**src/rtl/csr_pkg.sv**
```systemverilog
// Shared definitions for the machine-mode CSR file: CSR addresses, the
// csr_op encoding, mstatus bit positions and interrupt cause codes.
package csr_pkg;

    // Machine-mode CSR addresses
    localparam logic [11:0] CSR_MSTATUS   = 12'h300;
    localparam logic [11:0] CSR_MIE       = 12'h304;
    localparam logic [11:0] CSR_MTVEC     = 12'h305;
    localparam logic [11:0] CSR_MSCRATCH  = 12'h340;
    localparam logic [11:0] CSR_MEPC      = 12'h341;
    localparam logic [11:0] CSR_MCAUSE    = 12'h342;
    localparam logic [11:0] CSR_MTVAL     = 12'h343;
    localparam logic [11:0] CSR_MIP       = 12'h344;
    localparam logic [11:0] CSR_MHARTID   = 12'hF14;

    // Counter addresses (only implemented when counters are built in)
    localparam logic [11:0] CSR_MCYCLE    = 12'hB00;
    localparam logic [11:0] CSR_MCYCLEH   = 12'hB80;
    localparam logic [11:0] CSR_MINSTRET  = 12'hB02;
    localparam logic [11:0] CSR_MINSTRETH = 12'hB82;
    localparam logic [11:0] CSR_CYCLE     = 12'hC00;
    localparam logic [11:0] CSR_CYCLEH    = 12'hC80;
    localparam logic [11:0] CSR_INSTRET   = 12'hC02;
    localparam logic [11:0] CSR_INSTRETH  = 12'hC82;

    // CSR instruction operation encoding
    typedef enum logic [1:0] {
        CSR_OP_NONE = 2'b00,
        CSR_OP_RW   = 2'b01,
        CSR_OP_RS   = 2'b10,
        CSR_OP_RC   = 2'b11
    } csr_op_e;

    // mstatus bit positions
    localparam int MSTATUS_MIE_BIT  = 3;
    localparam int MSTATUS_MPIE_BIT = 7;
    localparam int MSTATUS_MPP_LO   = 11;
    localparam int MSTATUS_MPP_HI   = 12;

    // Interrupt cause codes (also the bit positions in mip/mie)
    localparam int IRQ_MSI_CODE = 3;
    localparam int IRQ_MTI_CODE = 7;
    localparam int IRQ_MEI_CODE = 11;

    // Value a CSR instruction would leave in the register
    function automatic logic [31:0] csr_apply_op(csr_op_e op, logic [31:0] cur,
                                                 logic [31:0] operand);
        case (op)
            CSR_OP_RW: return operand;
            CSR_OP_RS: return cur | operand;
            CSR_OP_RC: return cur & ~operand;
            default:   return cur;
        endcase
    endfunction

endpackage

```
**src/rtl/csr_file_counter64.sv**
```systemverilog
// 64-bit free-running counter with independently writable halves.
// A write to either half takes precedence over the increment for that
// cycle and leaves the other half untouched.
module csr_counter64 (
    input  logic        clk,
    input  logic        rst,
    input  logic        inc,
    input  logic        wr_lo,
    input  logic        wr_hi,
    input  logic [31:0] wdata,
    output logic [63:0] count
);

    logic [63:0] count_reg;

    // Counter state: half-word writes override the increment, wraps naturally
    always_ff @(posedge clk or negedge rst) begin
        if (!rst) begin
            count_reg <= 64'd0;
        end else if (wr_lo) begin
            count_reg[31:0] <= wdata;
        end else if (wr_hi) begin
            count_reg[63:32] <= wdata;
        end else if (inc) begin
            count_reg <= count_reg + 64'd1;
        end
    end

    assign count = count_reg;

endmodule

```
**src/rtl/csr_file.sv**
```systemverilog
// Machine-mode CSR file: CSR read/write, trap entry/return, interrupt
// synchronisation and pending/cause generation.
// Optional feature: define CSR_COUNTERS_EN to add mcycle/minstret and
// their read-only user shadows.
module csr_file
    import csr_pkg::*;
#(
    parameter logic [31:0] MTVEC_RST = 32'h0000_0000,
    parameter logic [31:0] HART_ID   = 32'h0000_0000
) (
    input  logic        clk,
    input  logic        rst,
    input  logic [11:0] csr_addr,
    input  logic [1:0]  csr_op,
    input  logic        csr_use_imm,
    input  logic [31:0] rs1_data,
    input  logic [4:0]  csr_imm,
    output logic [31:0] csr_rdata,
    output logic        csr_illegal,
    input  logic        trap_valid,
    input  logic [31:0] trap_cause,
    input  logic [31:0] trap_pc,
    input  logic [31:0] trap_tval,
    input  logic        mret_valid,
    input  logic        instr_retire,
    input  logic        irq_ext,
    input  logic        irq_timer,
    input  logic        irq_soft,
    output logic [31:0] trap_vector,
    output logic [31:0] mepc_out,
    output logic        irq_pending,
    output logic [31:0] irq_cause
);

    csr_op_e     op;
    logic [31:0] operand;
    logic        write_req;
    logic        csr_impl;
    logic        csr_we;
    logic [31:0] wdata_next;

    logic        mstatus_mie_reg;
    logic        mstatus_mpie_reg;
    logic [31:0] mie_reg;
    logic [31:0] mtvec_reg;
    logic [31:0] mscratch_reg;
    logic [31:0] mepc_reg;
    logic [31:0] mcause_reg;
    logic [31:0] mtval_reg;
    logic [31:0] mstatus_value;
    logic [31:0] mip_value;

    logic [2:0]  irq_raw;
    logic        irq_meta_reg [3];
    logic        irq_sync_reg [3];

    logic        irq_pending_reg;
    logic [31:0] irq_cause_reg;
    logic        irq_pending_next;
    logic [31:0] irq_cause_next;
    logic [31:0] pend_bits;
    logic [1:0]  hold_cnt_reg;

`ifdef CSR_COUNTERS_EN
    logic [63:0] mcycle_value;
    logic [63:0] minstret_value;
`else
    logic        unused_retire;
    assign unused_retire = instr_retire;
`endif

    assign op        = csr_op_e'(csr_op);
    assign operand   = csr_use_imm ? {27'd0, csr_imm} : rs1_data;
    // RS/RC with a zero operand are pure reads
    assign write_req = (op == CSR_OP_RW) ||
                       (((op == CSR_OP_RS) || (op == CSR_OP_RC)) && (operand != 32'd0));

    always_comb begin
        mstatus_value                                 = 32'd0;
        mstatus_value[MSTATUS_MIE_BIT]                = mstatus_mie_reg;
        mstatus_value[MSTATUS_MPIE_BIT]               = mstatus_mpie_reg;
        mstatus_value[MSTATUS_MPP_HI:MSTATUS_MPP_LO]  = 2'b11;
    end

    always_comb begin
        mip_value               = 32'd0;
        mip_value[IRQ_MEI_CODE] = irq_sync_reg[2];
        mip_value[IRQ_MTI_CODE] = irq_sync_reg[1];
        mip_value[IRQ_MSI_CODE] = irq_sync_reg[0];
    end

    // Read mux and implemented-address decode
    always_comb begin
        csr_rdata = 32'd0;
        csr_impl  = 1'b1;
        case (csr_addr)
            CSR_MSTATUS:   csr_rdata = mstatus_value;
            CSR_MIE:       csr_rdata = mie_reg;
            CSR_MTVEC:     csr_rdata = mtvec_reg;
            CSR_MSCRATCH:  csr_rdata = mscratch_reg;
            CSR_MEPC:      csr_rdata = mepc_reg;
            CSR_MCAUSE:    csr_rdata = mcause_reg;
            CSR_MTVAL:     csr_rdata = mtval_reg;
            CSR_MIP:       csr_rdata = mip_value;
            CSR_MHARTID:   csr_rdata = HART_ID;
`ifdef CSR_COUNTERS_EN
            CSR_MCYCLE,    CSR_CYCLE:    csr_rdata = mcycle_value[31:0];
            CSR_MCYCLEH,   CSR_CYCLEH:   csr_rdata = mcycle_value[63:32];
            CSR_MINSTRET,  CSR_INSTRET:  csr_rdata = minstret_value[31:0];
            CSR_MINSTRETH, CSR_INSTRETH: csr_rdata = minstret_value[63:32];
`endif
            default:       csr_impl  = 1'b0;
        endcase
    end

    // Unimplemented addresses and writes into the read-only space are illegal
    assign csr_illegal = (op != CSR_OP_NONE) &&
                         (!csr_impl || ((csr_addr[11:10] == 2'b11) && write_req));
    // Traps and mret drop any same-cycle CSR write
    assign csr_we      = write_req && !csr_illegal && !trap_valid && !mret_valid;
    assign wdata_next  = csr_apply_op(op, csr_rdata, operand);

    // Architectural state: trap entry beats mret, which beats a CSR write
    always_ff @(posedge clk or negedge rst) begin
        if (!rst) begin
            mstatus_mie_reg  <= 1'b0;
            mstatus_mpie_reg <= 1'b0;
            mie_reg          <= 32'd0;
            mtvec_reg        <= MTVEC_RST;
            mscratch_reg     <= 32'd0;
            mepc_reg         <= 32'd0;
            mcause_reg       <= 32'd0;
            mtval_reg        <= 32'd0;
        end else if (trap_valid) begin
            mepc_reg         <= {trap_pc[31:2], 2'b00};
            mcause_reg       <= trap_cause;
            mtval_reg        <= trap_tval;
            mstatus_mpie_reg <= mstatus_mie_reg;
            mstatus_mie_reg  <= 1'b0;
        end else if (mret_valid) begin
            mstatus_mie_reg  <= mstatus_mpie_reg;
            mstatus_mpie_reg <= 1'b1;
        end else if (csr_we) begin
            case (csr_addr)
                CSR_MSTATUS: begin
                    mstatus_mie_reg  <= wdata_next[MSTATUS_MIE_BIT];
                    mstatus_mpie_reg <= wdata_next[MSTATUS_MPIE_BIT];
                end
                CSR_MIE:      mie_reg      <= wdata_next;
                CSR_MTVEC:    mtvec_reg    <= {wdata_next[31:2], 1'b0, wdata_next[0]};
                CSR_MSCRATCH: mscratch_reg <= wdata_next;
                CSR_MEPC:     mepc_reg     <= {wdata_next[31:2], 2'b00};
                CSR_MCAUSE:   mcause_reg   <= wdata_next;
                CSR_MTVAL:    mtval_reg    <= wdata_next;
                default:      ;
            endcase
        end
    end

    // Vectored mode only applies to interrupts (cause MSB set)
    always_comb begin
        trap_vector = {mtvec_reg[31:2], 2'b00};
        if (mtvec_reg[0] && trap_cause[31]) begin
            trap_vector = {mtvec_reg[31:2], 2'b00} + {25'd0, trap_cause[4:0], 2'b00};
        end
    end

    assign mepc_out = mepc_reg;

    // Interrupt lines: index 0 soft, 1 timer, 2 external
    assign irq_raw = {irq_ext, irq_timer, irq_soft};

    for (genvar gi = 0; gi < 3; gi++) begin : g_irq_sync
        // Two-flop synchroniser per interrupt line; second flop is the mip bit
        always_ff @(posedge clk or negedge rst) begin
            if (!rst) begin
                irq_meta_reg[gi] <= 1'b0;
                irq_sync_reg[gi] <= 1'b0;
            end else begin
                irq_meta_reg[gi] <= irq_raw[gi];
                irq_sync_reg[gi] <= irq_meta_reg[gi];
            end
        end
    end

    // Pending interrupt selection, external > software > timer
    always_comb begin
        pend_bits        = mip_value & mie_reg;
        irq_pending_next = mstatus_mie_reg && (pend_bits != 32'd0);
        irq_cause_next   = 32'd0;
        if (irq_pending_next) begin
            if (pend_bits[IRQ_MEI_CODE]) begin
                irq_cause_next = {1'b1, 31'(IRQ_MEI_CODE)};
            end else if (pend_bits[IRQ_MSI_CODE]) begin
                irq_cause_next = {1'b1, 31'(IRQ_MSI_CODE)};
            end else begin
                irq_cause_next = {1'b1, 31'(IRQ_MTI_CODE)};
            end
        end
    end

    // Registered pending/cause; held off for the first three edges after reset
    always_ff @(posedge clk or negedge rst) begin
        if (!rst) begin
            hold_cnt_reg    <= 2'd0;
            irq_pending_reg <= 1'b0;
            irq_cause_reg   <= 32'd0;
        end else begin
            if (hold_cnt_reg != 2'd3) begin
                hold_cnt_reg <= hold_cnt_reg + 2'd1;
            end
            irq_pending_reg <= (hold_cnt_reg == 2'd3) && irq_pending_next;
            irq_cause_reg   <= (hold_cnt_reg == 2'd3) ? irq_cause_next : 32'd0;
        end
    end

    assign irq_pending = irq_pending_reg;
    assign irq_cause   = irq_cause_reg;

`ifdef CSR_COUNTERS_EN
    csr_counter64 u_mcycle (
        .clk   (clk),
        .rst   (rst),
        .inc   (1'b1),
        .wr_lo (csr_we && (csr_addr == CSR_MCYCLE)),
        .wr_hi (csr_we && (csr_addr == CSR_MCYCLEH)),
        .wdata (wdata_next),
        .count (mcycle_value)
    );

    csr_counter64 u_minstret (
        .clk   (clk),
        .rst   (rst),
        .inc   (instr_retire),
        .wr_lo (csr_we && (csr_addr == CSR_MINSTRET)),
        .wr_hi (csr_we && (csr_addr == CSR_MINSTRETH)),
        .wdata (wdata_next),
        .count (minstret_value)
    );
`endif

endmodule

```
**config.mk**
```make
export PLATFORM = sky130hd
export DESIGN_NAME = csr_file
export DESIGN_NICKNAME = d
export VERILOG_FILES = /design/src/rtl/csr_pkg.sv /design/src/rtl/csr_file_counter64.sv /design/src/rtl/csr_file.sv
export SDC_FILE = /design/constraint.sdc
export NUM_CORES = 1
export LEC_CHECK = 0
export ABC_AREA = 1
export BUFFER_PORTS_ARGS = -buffer_cell sky130_fd_sc_hd__clkbuf_2
export CAP_MARGIN = 20
export CORE_ASPECT_RATIO = 0.5
export CORE_UTILIZATION = 30
export CTS_CLUSTER_SIZE = 14
export DETAILED_ROUTE_END_ITERATION = 8
export HOLD_SLACK_MARGIN = 0.15
export SLEW_MARGIN = 10
export SYNTH_ARGS = -nofsm -noshare
export SYNTH_HDL_FRONTEND = slang
export SYNTH_SLANG_ARGS = --single-unit
```
**constraint.sdc**
```tcl
create_clock -name clk -period 10.7 [get_ports clk]
set_clock_uncertainty 0.15 [all_clocks]
set_input_delay 2.675 -clock clk [delete_from_list [all_inputs] [get_ports clk]]
set_output_delay 2.675 -clock clk [all_outputs]
set_load 0.02 [all_outputs]
```
==> results by group, run 1 <==
Outcome
  • Status: completed

Drt
  • Post-Route WL: 53180 um
  • DR vias: 13800
  • DRC viols: 0
  • Detailed Route Iter0 Violations: 1559
  • First-pass DRT Iterations: 5
  • Wire per inst: around 19 um
  • Drt via density: ~5
  • Post-route ant nets: 0

Setup path
  • Reg2reg end: mcause_reg[11]
  • CP Data Arrival Time: 5.55 ns
  • Critical path class: in2out
  • Critical path fanouts, max: 27
  • Crit path launch type: input pin
  • Reg2Reg Setup Slack: 8.53 ns
  • R2R Path Start: mepc_out[11]
  • Crit path from: csr_addr[3]
  • Reg2Reg Depth: 10
  • Required @ worst endpoint: approximately 7.9 ns
  • Setup crit end kind: output port

STA
  • Fin crit share: 0.7826
  • RSZ-0062 raised after global routing: false
  • Fin. Hold Viols: 0
  • Max Fclk: 119.4 MHz
  • Worst hold slack: 0.1959 ns
  • Max-slew violations: 0
  • Final Setup Violations: 0
  • Slew headroom: 0.2603
  • Setup TNS: 0 ns
  • Crit path time final: 8.374 ns
  • Slew @ Worst Pin: 1.108 ns

Synth
  • Most frequent cell after synthesis: nand2_1
  • Synth Cell Area: 12980 sq um
  • Largest cells by area after synthesis: dfrtp_1 39%, nand2_1 25%, nand3_1 11%, inv_1 4.2%, o21ai_1 3.5%
  • Most used DFF post-synth: dfrtp_1
  • Synth area leader: dfrtp_1
  • Synth warnings: 0
  • Synth cell types: 36
  • Post-synth EDFFs: 0
  • Sequential-to-total area share from yosys stat: 0.3893
  • Top cells by count, synth: 880 x nand2_1, 293 x nand3_1, 202 x dfrtp_1
  • Synthesized flop and latch total: 202
  • Cells after Synth: 2004
  • Synth top area share: 0.3893
  • Average size of a mapped cell: 6.479 sq um
  • Ys async rst share: 1.000

Floorplan
  • Chip width: 296.2 um
  • Initial Util: 0.3069
  • Chip Height: 149.1 um
  • Die ar.: 44170 sq um
  • Io pins: between 200 and 300
  • Core box area: between 40000 and 50000 sq um
  • Rows: 53

Clock tree
  • CTS H-Tree Depth: 1
  • Worst-path clk slew: 0.05 ns
  • Cell chosen for the clock root: clkbuf_16
  • Hold buffers post-CTS: 0
  • Latest clock arrival within the worst-skew pair: 0.53 ns
  • Post-cts resize count: 0
  • # clock sinks: 202
  • Postcts setup bufs: 0
  • CTS tree: built
  • CTS buffer count: 23
  • CTS Buffer Depth: 3

Placed design
  • # port buffers: 251
  • Placed instance count: 2727
  • Post-DP HPWL: 38140 um
  • Global placement routability congestion: 0.9938

Finish
  • # diodes: 0
  • Area grow syn2layout: 17.72%
  • Share of cells above drive strength 1: 0.1505
  • Util after Layout: 0.3613
  • Final cell count without fillers: 2769
  • Nets: about 2300

Global routing
  • Antenna violations before repair: 0
  • Grt ovf: 0
  • Largest net degree at the start of global routing: 82
  • First-pass GRT wire length: 78550 um
  • Vias in the first global route: 12580
  • Tot GR Track Use: 0.2363

Pwr
  • Pwr dens: 123.8 nW/um^2
  • Worst VDD drop: 0.09968 mV
  • Standby leakage power: between 0.008 and 0.009 uW

Hold path
  • Worst hold start: irq_meta_reg[2]
  • Min-Delay Endpoint: irq_sync_reg[2]
  • Worst hold stages: 0
  • Worst Hold Class: reg2reg

Flow run
  • # Max-Cap Violations: 0
==> cell families (layout without fill, tap and decap cells) <==
| group | count (synthesis) | in the layout | synth area share |
|---|---|---|---|
| and+or+nand+nor | 1326 | 1326 | 0.4259 |
| buffers and inverters | 296 | 454 | 0.1015 |
| DFF | 202 | 202 | 0.3893 |
| AOI/OAI and AO/OA | 145 | 145 | 0.05724 |
| xor gates and xnor gates | 26 | 26 | 0.01754 |
| adders and majority gates | 7 | 7 | 0.007324 |
| other | 1 | 31 | 0.0002888 |
| muxes | 1 | 1 | 0.0008672 |
==> through the flow <==
stage | power [uW] | worst slack, ns | area (sq um)
finish | 1893 | 2.326 | 15280
global route | 1958 | 2.241 | 15280
CTS | 1894 | 2.446 | 15260
detailed placement | 1093 | 2.457 | 14500
global placement | 1089 | 2.435 | 14500
floorplan | 982.8 | 3.228 | 13100
==> final cells by class <==
type,count,area [sq um]
multi-input cells,1536,6785
clock buffers,33,663.1
repair buffers,265,1403
fillers,4674,27020
inverters,148,560.5
flip-flops and latches,202,5055
well taps,577,721.9
clock inverters,8,96.34
==> report_power, final <==
group / switching, uW / leakage (uW) / internal [uW]
sequential: 27.5 / 0.00269 / 801
combinational: 182 / 0.00547 / 72.2
clock: 331 / 0.000374 / 479
total: 541 / 0.00853 / 1350
==> layout by cell type, fill, tap and decap left out, types with 14 or more instances in the layout <==
| master | Yosys | layout |
|---|---|---|
| dfrtp_1 | 202 | 202 |
| clkbuf_16 | 0 | 23 |
| clkbuf_2 | 0 | 249 |
| xor2_1 | 15 | 14 |
| conb_1 | 1 | 31 |
| o21ai_1 | 92 | 92 |
| o21ai_0 | 46 | 46 |
| nand3_1 | 293 | 293 |
| inv_1 | 144 | 144 |
| nor2_1 | 105 | 102 |
| nand2_1 | 880 | 880 |
==> worst max path at each step <==
stage	slack [ns]	endpoint
floorplan	3.23	trap_vector[22]
global placement	2.44	csr_rdata[4]
detailed placement	2.46	csr_rdata[28]
CTS	2.45	csr_rdata[28]
global route	2.24	csr_rdata[9]
finish	2.33	csr_rdata[28]
==> critical path, cell delays in order <==
cell and delay, ns:
clkbuf_2 0.08, inv_1 0.06, nand2_1 0.21, nor2_4 0.87, inv_1 0.17, nor2_2 0.88, nand2_1 0.11, nand2_1 0.12
inv_1 0.06, nand2_1 0.12, clkbuf_2 0.19
==> per-layer routing <==
| layer | share of wire | vias up | track usage |
|---|---|---|---|
| met5 | 0 | - | 0 |
| met3 | 0.097 | 82 | 0.05438 |
| met4 | 0.029 | 0 | 0.06649 |
| met1 | 0.44 | 6517 | 0.3385 |
| met2 | 0.43 | 595 | 0.3533 |
| li1 | - | 6606 | - |
No activity file was read; power rests on OpenSTA's default activity.
==> inputs of run 2 (changes only) <==
==> constraint.sdc (replaced) <==
create_clock -name clk -period 7.9 [get_ports clk]
set_clock_uncertainty 0.15 [all_clocks]
set_input_delay 1.975 -clock clk [delete_from_list [all_inputs] [get_ports clk]]
set_output_delay 1.975 -clock clk [all_outputs]
set_load 0.02 [all_outputs]
==> run 2 against run 1 <==
  * Final cell count up 0.33%
  * Clock power grew 35%
  * Sequential share of layout area fell by 0.067 points
  * Die area stayed put
  * Register-to-register slack lost 2.8 ns
  * Sequential power up 35%
  * Via count up 0.41%
  * Global-route usage grew 0.21 points
  * Utilization rose by 0.074 points
  * First-iteration DRC count fell by 13%
  * Critical path type unchanged
  * Largest power group unchanged
==> results by group, run 2 (synthesis results as in run 1) <==
Finish
  • Nets: 2348 (+0.38%)
  • Most frequent cells in the layout: 880 x nand2_1, 293 x nand3_1, 249 x clkbuf_2
  • Fillers: 4620 (-1.2%)
  • Share of cells above drive strength 1: 0.1549 (+0.004382)
  • # diodes: 0 (unchanged)
  • Area grow syn2layout: 17.96%
  • Commonest non-fill, non-tap cell in the layout: nand2_1
  • Final cell count without fillers: 2778 (+0.33%)
  • Util after Layout: 0.3620 (+0.0007400)

STA
  • Slew headroom: 0.2591 (-0.001186)
  • RSZ-0062 raised after global routing: false
  • Max Fclk: between 150 and 200 MHz
  • Fin crit share: 0.8282
  • Fin. Hold Viols: 0 (unchanged)
  • Final Setup Violations: 0 (unchanged)
  • Setup TNS: 0 ns (unchanged)
  • Slew @ Worst Pin: 1.110 ns (+0.001777 ns)
  • Crit path time final: 6.543 ns
  • Max-slew violations: 0 (unchanged)
  • Worst hold slack: 0.1965 ns (+0.0006290 ns)

Clock tree
  • CTS Buffer Depth: 3 (unchanged)
  • Worst-path clk slew: 0.06 ns (about the same)
  • Postcts setup bufs: 0 (unchanged)
  • CTS tree: built
  • Cell chosen for the clock root: clkbuf_16
  • CTS H-Tree Depth: 1 (unchanged)
  • CTS buffer count: 23 (unchanged)
  • Hold buffers post-CTS: 0 (unchanged)
  • Latest clock arrival within the worst-skew pair: 0.52 ns (about the same)
  • # clock sinks: 202 (unchanged)
  • Post-cts resize count: 0 (unchanged)

Placed design
  • Placed instance count: 2737 (+0.37%)
  • Global placement routability congestion: 0.9947 (about the same)
  • # port buffers: 251 (unchanged)
  • Post-DP HPWL: 38860 um (+1.9%)

Global routing
  • Grt ovf: 0 (unchanged)
  • Largest net degree at the start of global routing: 119 (+45%)
  • First-pass GRT wire length: 79120 um (+0.72%)
  • Antenna violations before repair: 0 (unchanged)
  • Tot GR Track Use: 0.2385 (+0.002122)
  • Vias in the first global route: 12750 (+1.4%)

Setup path
  • Crit path launch type: input pin
  • Setup crit end kind: output port
  • Critical path fanouts, max: 3 (-89%)
  • CP Data Arrival Time: 4.42 ns (-1.13 ns)
  • Required @ worst endpoint: 5.78 ns (-2.10 ns)
  • Critical path class: in2out

Floorplan
  • Initial Util: 0.3069 (unchanged)
  • Chip width: 296.2 um (unchanged)
  • Chip Height: 149.1 um (unchanged)
  • Die ar.: 44170 sq um (unchanged)
  • Rows: 53 (unchanged)
  • Io pins: 286 (unchanged)
  • Core box area: 42310 sq um (unchanged)

Drt
  • Post-route ant nets: 0 (unchanged)
  • DRC viols: 0 (unchanged)
  • First-pass DRT Iterations: 6 (+1)
  • Detailed Route Iter0 Violations: 1363 (-13%)
  • DR vias: 13860 (+0.41%)
  • Post-Route WL: 53620 um (+0.83%)
  • Drt via density: 4.988 (about the same)
  • Wire per inst: 19.30 um (+0.51%)

Pwr
  • Worst VDD drop: 0.1063 mV (+6.6%)
  • Standby leakage power: 0.008575 uW (+0.49%)
  • Design Power: 2560 uW (+35%)
  • Pwr dens: 167.2 nW/um^2 (+35%)

Flow run
  • # Max-Cap Violations: 0 (unchanged)

Hold path
  • Worst Hold Class: reg2reg

Outcome
  • Status: completed
## run 2: changes by cell type in the layout (fill, tap and decap cells not counted)
cell        change
nor2_4          -5
clkbuf_1        -2
nor2_2          +5
clkbuf_8        -1
buf_4           +9
buf_16          -1
clkinvlp_4      +1
buf_12          +1
clkinv_2        +2
## run 2: worst paths after layout
path	from	endpoint	slack (ns)	cells past startpoint
min in group asynchronous	rst	mepc_out[11]	1.33	1
min reg2reg	irq_meta_reg[1]	irq_sync_reg[1]	0.20	0
max reg2reg	mepc_out[11]	mcause_reg[11]	5.73	10
max	trap_cause[0]	trap_vector[28]	1.36	14
max in group asynchronous	rst	mtvec_reg[23]	5.08	2
min	irq_meta_reg[1]	irq_sync_reg[1]	0.20	0
## run 2: power breakdown
group / leakage [uW] / switching [uW] / internal, uW / total (uW)
clock: 0.000372 / 456 / 638 / 1090
sequential: 0.00269 / 36.5 / 1080 / 1120
combinational: 0.00551 / 247 / 98.5 / 346
total: 0.00858 / 740 / 1820 / 2560
## run 2: through the flow
step	setup WS [ns]	area, sq um
6_report	1.357	15320
2_1_floorplan	1.828	13100
3_3_place_gp	1.339	14560
4_1_cts	1.303	15320
3_5_place_dp	1.292	14560
5_1_grt	1.059	15320
## run 2: per-layer routing
metal / vias up / share of wire / global-route usage / wire length (um)
met3: 88 / 0.097 / 0.05781 / 5205
met4: 0 / 0.030 / 0.07139 / 1594
li1: 6619 / - / - / -
met1: 6550 / 0.43 / 0.3323 / 23270
met2: 599 / 0.44 / 0.3638 / 23560
met5: - / 0 / 0 / 0
## run 2: cell type report
type                    count  area (sq um)  share of cell area
clock buffers              30         641.9             0.04191
clock inverters            11         113.9            0.007434
inverters                 148         560.5             0.03660
multi-input cells        1536          6760              0.4414
flip-flops and latches    202          5055              0.3300
well taps                 577         721.9             0.04714
repair buffers            274          1463             0.09550
## run 2: critical path, cell delays in order
cell	delay, ns
clkbuf_2	0.12
ha_1	0.18
inv_1	0.06
fa_1	0.39
inv_1	0.08
nand2_1	0.06
o21ai_0	0.28
a21oi_1	0.17
inv_1	0.12
nand3_1	0.10
nor2_1	0.28
nand3_1	0.16
xnor2_1	0.23
clkbuf_2	0.21
